===== src/rtl/mix_pkg.sv =====
// Shared defaults and state type for the voice mix sequencer.
// Contents:
//   NUM_VOICES_DEF / SAMPLE_W_DEF / ACC_W_DEF - default build parameters
//   mix_state_t                               - sequencer state encoding
package mix_pkg;

  localparam int unsigned NUM_VOICES_DEF = 12;
  localparam int unsigned SAMPLE_W_DEF   = 8;
  localparam int unsigned ACC_W_DEF      = 12;

  typedef enum logic [1:0] {
    IDLE = 2'd0,
    SCAN = 2'd1,
    OUT  = 2'd2
  } mix_state_t;

endpackage


===== src/rtl/mix_sequencer.sv =====
// Time-multiplexed voice mixer. Each sample_tick starts a scan that reads one
// voice per cycle through a single adder, then presents the saturated sum on
// a valid/ready output.
// Ports:
//   clk, nrst        - clock, asynchronous active-low reset
//   sample_tick      - one-cycle strobe starting a mix period
//   voice_enable     - per-voice enable, latched when a mix starts
//   voice_sel        - index of the voice being read (0 outside a scan)
//   voice_sample     - sample of voice voice_sel, same cycle
//   out_sample       - mixed, saturated sample
//   out_valid        - out_sample valid, held until out_ready
//   out_ready        - downstream accept
//   busy             - scan or output hold in progress
//   overrun          - one-cycle pulse when a sample_tick is dropped
//   clip             - (MIX_CLIP_DETECT_EN only) sticky saturation flag
// Build option: define MIX_CLIP_DETECT_EN to add the clip output.
module mix_sequencer
  import mix_pkg::*;
#(
  parameter int unsigned NUM_VOICES = NUM_VOICES_DEF,
  parameter int unsigned SAMPLE_W   = SAMPLE_W_DEF,
  parameter int unsigned ACC_W      = ACC_W_DEF,
  localparam int unsigned SEL_W     = (NUM_VOICES > 1) ? $clog2(NUM_VOICES) : 1
) (
  input  logic                  clk,
  input  logic                  nrst,
  input  logic                  sample_tick,
  input  logic [NUM_VOICES-1:0] voice_enable,
  output logic [SEL_W-1:0]      voice_sel,
  input  logic [SAMPLE_W-1:0]   voice_sample,
  output logic [SAMPLE_W-1:0]   out_sample,
  output logic                  out_valid,
  input  logic                  out_ready,
  output logic                  busy,
  output logic                  overrun
`ifdef MIX_CLIP_DETECT_EN
  ,
  output logic                  clip
`endif
);

  localparam logic [SEL_W-1:0] LAST_SEL = SEL_W'(NUM_VOICES - 1);
  localparam logic [ACC_W-1:0] SAT_MAX  = ACC_W'({SAMPLE_W{1'b1}});

  mix_state_t            state_q, state_d;
  logic [NUM_VOICES-1:0] en_q, en_d;
  logic [ACC_W-1:0]      acc_q, acc_d;
  logic [SEL_W-1:0]      sel_q, sel_d;
  logic [SAMPLE_W-1:0]   out_q, out_d;
  logic                  valid_q, valid_d;
  logic                  busy_q, busy_d;
  logic                  ovr_q, ovr_d;
`ifdef MIX_CLIP_DETECT_EN
  logic                  clip_q, clip_d;
  logic                  sat_q, sat_d;
`endif

  logic [ACC_W-1:0]      addend;
  logic [ACC_W-1:0]      acc_sum;
  logic                  sat;
  logic                  handshake;
  logic                  tick_accept;

  // Single shared adder: current voice contributes only if enabled at mix start
  always_comb begin
    addend  = en_q[sel_q] ? ACC_W'(voice_sample) : '0;
    acc_sum = acc_q + addend;
    sat     = (acc_sum > SAT_MAX);
  end

  // A tick is taken when idle, or when the held result is accepted that cycle
  always_comb begin
    handshake   = (state_q == OUT) && out_ready;
    tick_accept = sample_tick && ((state_q == IDLE) || handshake);
  end

  // Next-state and output decode
  always_comb begin
    state_d = state_q;
    en_d    = en_q;
    acc_d   = acc_q;
    sel_d   = sel_q;
    out_d   = out_q;
    valid_d = valid_q;
    ovr_d   = 1'b0;
`ifdef MIX_CLIP_DETECT_EN
    clip_d  = clip_q;
    sat_d   = sat_q;
`endif

    case (state_q)
      IDLE: begin
        state_d = IDLE;
      end
      SCAN: begin
        ovr_d = sample_tick;
        acc_d = acc_sum;
        if (sel_q == LAST_SEL) begin
          out_d   = sat ? '1 : acc_sum[SAMPLE_W-1:0];
          valid_d = 1'b1;
          sel_d   = '0;
          state_d = OUT;
`ifdef MIX_CLIP_DETECT_EN
          sat_d   = sat;
          if (sat) begin
            clip_d = 1'b1;
          end
`endif
        end else begin
          sel_d = sel_q + SEL_W'(1);
        end
      end
      OUT: begin
        if (handshake) begin
          valid_d = 1'b0;
          state_d = IDLE;
`ifdef MIX_CLIP_DETECT_EN
          if (!sat_q) begin
            clip_d = 1'b0;
          end
`endif
        end else begin
          ovr_d = sample_tick;
        end
      end
      default: begin
        state_d = IDLE;
        valid_d = 1'b0;
        sel_d   = '0;
      end
    endcase

    // Start of a new mix (from IDLE or back-to-back after an accept)
    if (tick_accept) begin
      en_d    = voice_enable;
      acc_d   = '0;
      sel_d   = '0;
      state_d = SCAN;
    end

    busy_d = (state_d != IDLE);
  end

  // State and output registers
  always_ff @(posedge clk or negedge nrst) begin
    if (!nrst) begin
      state_q <= IDLE;
      en_q    <= '0;
      acc_q   <= '0;
      sel_q   <= '0;
      out_q   <= '0;
      valid_q <= 1'b0;
      busy_q  <= 1'b0;
      ovr_q   <= 1'b0;
`ifdef MIX_CLIP_DETECT_EN
      clip_q  <= 1'b0;
      sat_q   <= 1'b0;
`endif
    end else begin
      state_q <= state_d;
      en_q    <= en_d;
      acc_q   <= acc_d;
      sel_q   <= sel_d;
      out_q   <= out_d;
      valid_q <= valid_d;
      busy_q  <= busy_d;
      ovr_q   <= ovr_d;
`ifdef MIX_CLIP_DETECT_EN
      clip_q  <= clip_d;
      sat_q   <= sat_d;
`endif
    end
  end

  assign voice_sel  = sel_q;
  assign out_sample = out_q;
  assign out_valid  = valid_q;
  assign busy       = busy_q;
  assign overrun    = ovr_q;
`ifdef MIX_CLIP_DETECT_EN
  assign clip       = clip_q;
`endif

endmodule


===== config.mk =====
export PLATFORM = sky130hd
export DESIGN_NAME = mix_sequencer
export DESIGN_NICKNAME = d
export VERILOG_FILES = /design/src/rtl/mix_pkg.sv /design/src/rtl/mix_sequencer.sv
export SDC_FILE = /design/constraint.sdc
export NUM_CORES = 1
export LEC_CHECK = 0
export BUFFER_PORTS_ARGS = -buffer_cell sky130_fd_sc_hd__clkbuf_2
export CAP_MARGIN = 20
export CORE_MARGIN = 4
export CORE_UTILIZATION = 35
export DETAILED_ROUTE_END_ITERATION = 8
export PLACE_DENSITY = 0.58
export SETUP_SLACK_MARGIN = 0.02
export SLEW_MARGIN = 20
export SYNTH_ARGS = -nofsm -noshare
export SYNTH_HDL_FRONTEND = slang
export SYNTH_SLANG_ARGS = --single-unit

===== constraint.sdc =====
create_clock -name clk -period 9.5 [get_ports clk]
set_input_delay 1.9 -clock clk [delete_from_list [all_inputs] [get_ports clk]]
set_output_delay 1.9 -clock clk [all_outputs]
set_load 0.005 [all_outputs]

==> flow_summary.json <==
{
  "run_status": "completed",
  "overall_routing_resource_usage": 0.143,
  "postSynth.topFlopCell": "sky130_fd_sc_hd__dfrtp_1",
  "synth_area_sq_um": 2260,
  "synth-seq-area-share": 0.453,
  "cts.sink_count": 41,
  "grt_remaining_overflow": 0,
  "cts_hold_repair.buffers": 0,
  "irDropWorstVdd_mv": 0.0657,
  "worstSetupPathType": "reg2reg",
  "power.density_nw_per_um2": 174,
  "totalNegativeSetupSlack_ps": 0,
  "quantity_of_i_o_buffers_inserted_on_ports": 38,
  "worst_skew_pair.late_latency_ps": 300,
  "detailedRoute.firstPassIterationCount": 4,
  "slew-limit-headroom": 0.392,
  "timing.max_cap.violations": 0,
  "die_area_sq_um": 7820,
  "timing.critical_path.arrival_ps": 4430,
  "min_delay_path_depth": 2,
  "clock-skew-final_ps": 6.85,
  "initial_utilization": 0.359,
  "static-leakage-power_nw": 1.35,
  "grt_start_max_net_pins": 42,
  "clock_path_buffers": 2,
  "detailedRoute.firstIterationViolations": 101,
  "worst_pin_slew_ps": 912,
  "finalHoldViolCount": 0,
  "synth_area_leaders": "sky130_fd_sc_hd__dfrtp_1 (45%), sky130_fd_sc_hd__nand2_1 (7.3%), sky130_fd_sc_hd__ha_1 (6.6%)",
  "synth_cell_types": 39,
  "die_x_microns": 88.4,
  "area_growth_pct": 15.6,
  "grt_first_pass_wirelength_microns": 8660,
  "critical_path.startpoint_type": "register",
  "postSynth.asyncResetShare": 1.00,
  "final_layout_size_suffix_gt1_frac": 0.199,
  "totalWireLength_microns": 4980,
  "synthesis.area_per_instance_sq_um": 9.56,
  "max_freq_ghz": 0.234,
  "finish.utilization": 0.415,
  "routed_wirelength_normalized_by_instance_count_microns": 14.1,
  "tritoncts": "done",
  "period_needed_ps": 4270,
  "cp.depth": 12,
  "final_worst_path_cycle_share": 0.449,
  "cts_inserted_buffers": 5,
  "synth.most_common_cell": "sky130_fd_sc_hd__nand2_1",
  "worst_setup_hold_path_clk_slew_ps": 80,
  "timing.final.max_slew_violations": 0,
  "worst-path-buf-inv": 0,
  "core_region_area_sq_um": 6310,
  "yosysWarningCount": 0,
  "cp_slowest_stage_delay_ps": 610,
  "postCtsResizedCells": 0,
  "worstPathCellList": "mux4_2 -> mux2i_1 -> o21ai_0 -> and2_1 -> ha_1 -> fa_1 -> a21oi_1 -> nand4b_1 -> a21oi_2 -> or4_4 -> a2111oi_4 -> a21oi_1",
  "edff_count_synth": 0,
  "die_height_microns": 88.4,
  "placement_rows": 29,
  "ctsHtreeMaxLevel": 2,
  "postSynthRegisterBits": 41,
  "cp-end-kind": "register",
  "netlist.top_cell.by_area": "sky130_fd_sc_hd__dfrtp_1",
  "synth.top_cell.area_share": 0.453,
  "cp_common_cell": "sky130_fd_sc_hd__a21oi_1",
  "number_of_design_rule_violations_left_after_detail_routing": 0,
  "synth_top_cells_by_count": "sky130_fd_sc_hd__nand2_1 (44), sky130_fd_sc_hd__dfrtp_1 (41), sky130_fd_sc_hd__nor2_1 (29)",
  "cp_top_family": "compound AO/OA/AOI/OAI gates",
  "synth_cells": 237,
  "nNetsFinal": 313,
  "post_cts_buffers": 0,
  "number_of_antenna_violations_at_the_first_check_in_global_routing": 0,
  "cts_root_buffer": "sky130_fd_sc_hd__clkbuf_8",
  "routed_via_density": 4.97,
  "antennaDiodeCount": 0,
  "crit_required_ps": 9660,
  "final-setup-viol-count": 0,
  "worstHoldPathType": "reg2reg",
  "syn_nets": 274,
  "grt_pass1_vias": 1824,
  "critical-path-slowest-cell": "sky130_fd_sc_hd__a2111oi_4",
  "num_io_pins": 39,
  "hpwlAfterDp_microns": 3550,
  "vias": 1756,
  "critical_path_peak_fanout": 8,
  "gp_congestion": 0.870,
  "number_of_cells_traversed_by_the_worst_register_to_register_path": 12,
  "grt_setup_unrepaired": "no",
  "final_antenna_net_count": 0
}
## cell type report
class / count / area, sq um
clock buffer: 6 / 82.6
clock inverter: 1 / 7.51
fill: 661 / 3690
inverter: 9 / 33.8
multi-input combinational: 181 / 1180
sequential: 41 / 1030
tap: 77 / 96.3
timing repair buffer: 38 / 190
## placed cells by master, fill, tap and decap left out, types with 2 or more instances in the layout
master,instances
sky130_fd_sc_hd__nand2_1,44
sky130_fd_sc_hd__dfrtp_1,41
sky130_fd_sc_hd__clkbuf_2,37
sky130_fd_sc_hd__nor2_1,29
sky130_fd_sc_hd__a21oi_1,14
sky130_fd_sc_hd__ha_1,12
sky130_fd_sc_hd__and2_1,10
sky130_fd_sc_hd__inv_1,8
sky130_fd_sc_hd__o21ai_0,8
sky130_fd_sc_hd__xnor2_1,7
sky130_fd_sc_hd__nand3_1,6
sky130_fd_sc_hd__xor2_1,6
sky130_fd_sc_hd__clkbuf_8,6
sky130_fd_sc_hd__nor2b_1,5
sky130_fd_sc_hd__a21o_1,5
sky130_fd_sc_hd__o21a_1,4
sky130_fd_sc_hd__mux4_2,3
sky130_fd_sc_hd__mux2i_1,3
sky130_fd_sc_hd__nor3_1,3
sky130_fd_sc_hd__a21o_2,2
sky130_fd_sc_hd__a32o_1,2
## stage by stage
step / hold slack [ps] / area [sq um] / std cells / total power, W / setup WS, ps
5_1_grt: 503 / 2620 / 353 / 0.000488 / 4870
2_1_floorplan: 440 / 2260 / 237 / 0.000306 / 5370
6_report: 474 / 2620 / 353 / 0.000455 / 5230
3_5_place_dp: 462 / 2530 / 346 / 0.000341 / 4970
4_1_cts: 482 / 2620 / 353 / 0.000460 / 5200
3_3_place_gp: 456 / 2530 / 346 / 0.000340 / 5050
## worst register-to-register path, cell delays in order (launching register included)
cell and delay, ps:
sky130_fd_sc_hd__dfrtp_1 560, sky130_fd_sc_hd__mux4_2 550, sky130_fd_sc_hd__mux2i_1 130, sky130_fd_sc_hd__o21ai_0 300, sky130_fd_sc_hd__and2_1 300, sky130_fd_sc_hd__ha_1 210, sky130_fd_sc_hd__fa_1 410, sky130_fd_sc_hd__a21oi_1 180
sky130_fd_sc_hd__nand4b_1 190, sky130_fd_sc_hd__a21oi_2 100, sky130_fd_sc_hd__or4_4 440, sky130_fd_sc_hd__a2111oi_4 610, sky130_fd_sc_hd__a21oi_1 150
## layer usage
metal  track usage  vias to the layer above  routed length, microns
met4        0.0412                        0                      67
met5             0                        -                       0
li1              -                      887                       -
met1         0.198                      832                    2510
met3        0.0354                        6                     227
met2         0.223                       31                    2180
## logic make-up (layout without fill, tap and decap cells)
group / Yosys count / in the layout / synth area share
flip-flops: 41 / 41 / 0.453
XOR/XNOR: 13 / 13 / 0.0503
AND/OR/NAND/NOR: 101 / 101 / 0.198
multiplexers: 6 / 6 / 0.0431
AO/OA/AOI/OAI: 48 / 48 / 0.155
adder cells (fa/ha/maj): 13 / 13 / 0.0751
buffers and inverters: 15 / 54 / 0.0249
## sequential cells by signal, indices dropped and copies added (netlist names)
signal,flops
acc_q,12
overrun,1
busy,1
out_valid,1
state_q,2
voice_sel,4
en_q,12
out_sample,8
## worst paths after layout
kind,startpoint,endpoint,slack (ps)
setup / recovery,voice_sel[0],out_sample[0],5230
hold / removal,en_q[1],en_q[1],470
setup reg to reg,voice_sel[0],out_sample[0],5230
hold reg to reg,en_q[1],en_q[1],470
max in group asynchronous,nrst,out_sample[7],7190
min in group asynchronous,nrst,acc_q[0],1720
## power breakdown
| group | switching, W | internal, W | leakage [nW] |
|---|---|---|---|
| Combinational | 0.0000717 | 0.0000557 | 0.762 |
| Sequential | 0.0000151 | 0.000194 | 0.544 |
| Clock | 0.0000609 | 0.0000574 | 0.0433 |
| Total | 0.000148 | 0.000307 | 1.35 |
Power figures use the tool's default switching activity.
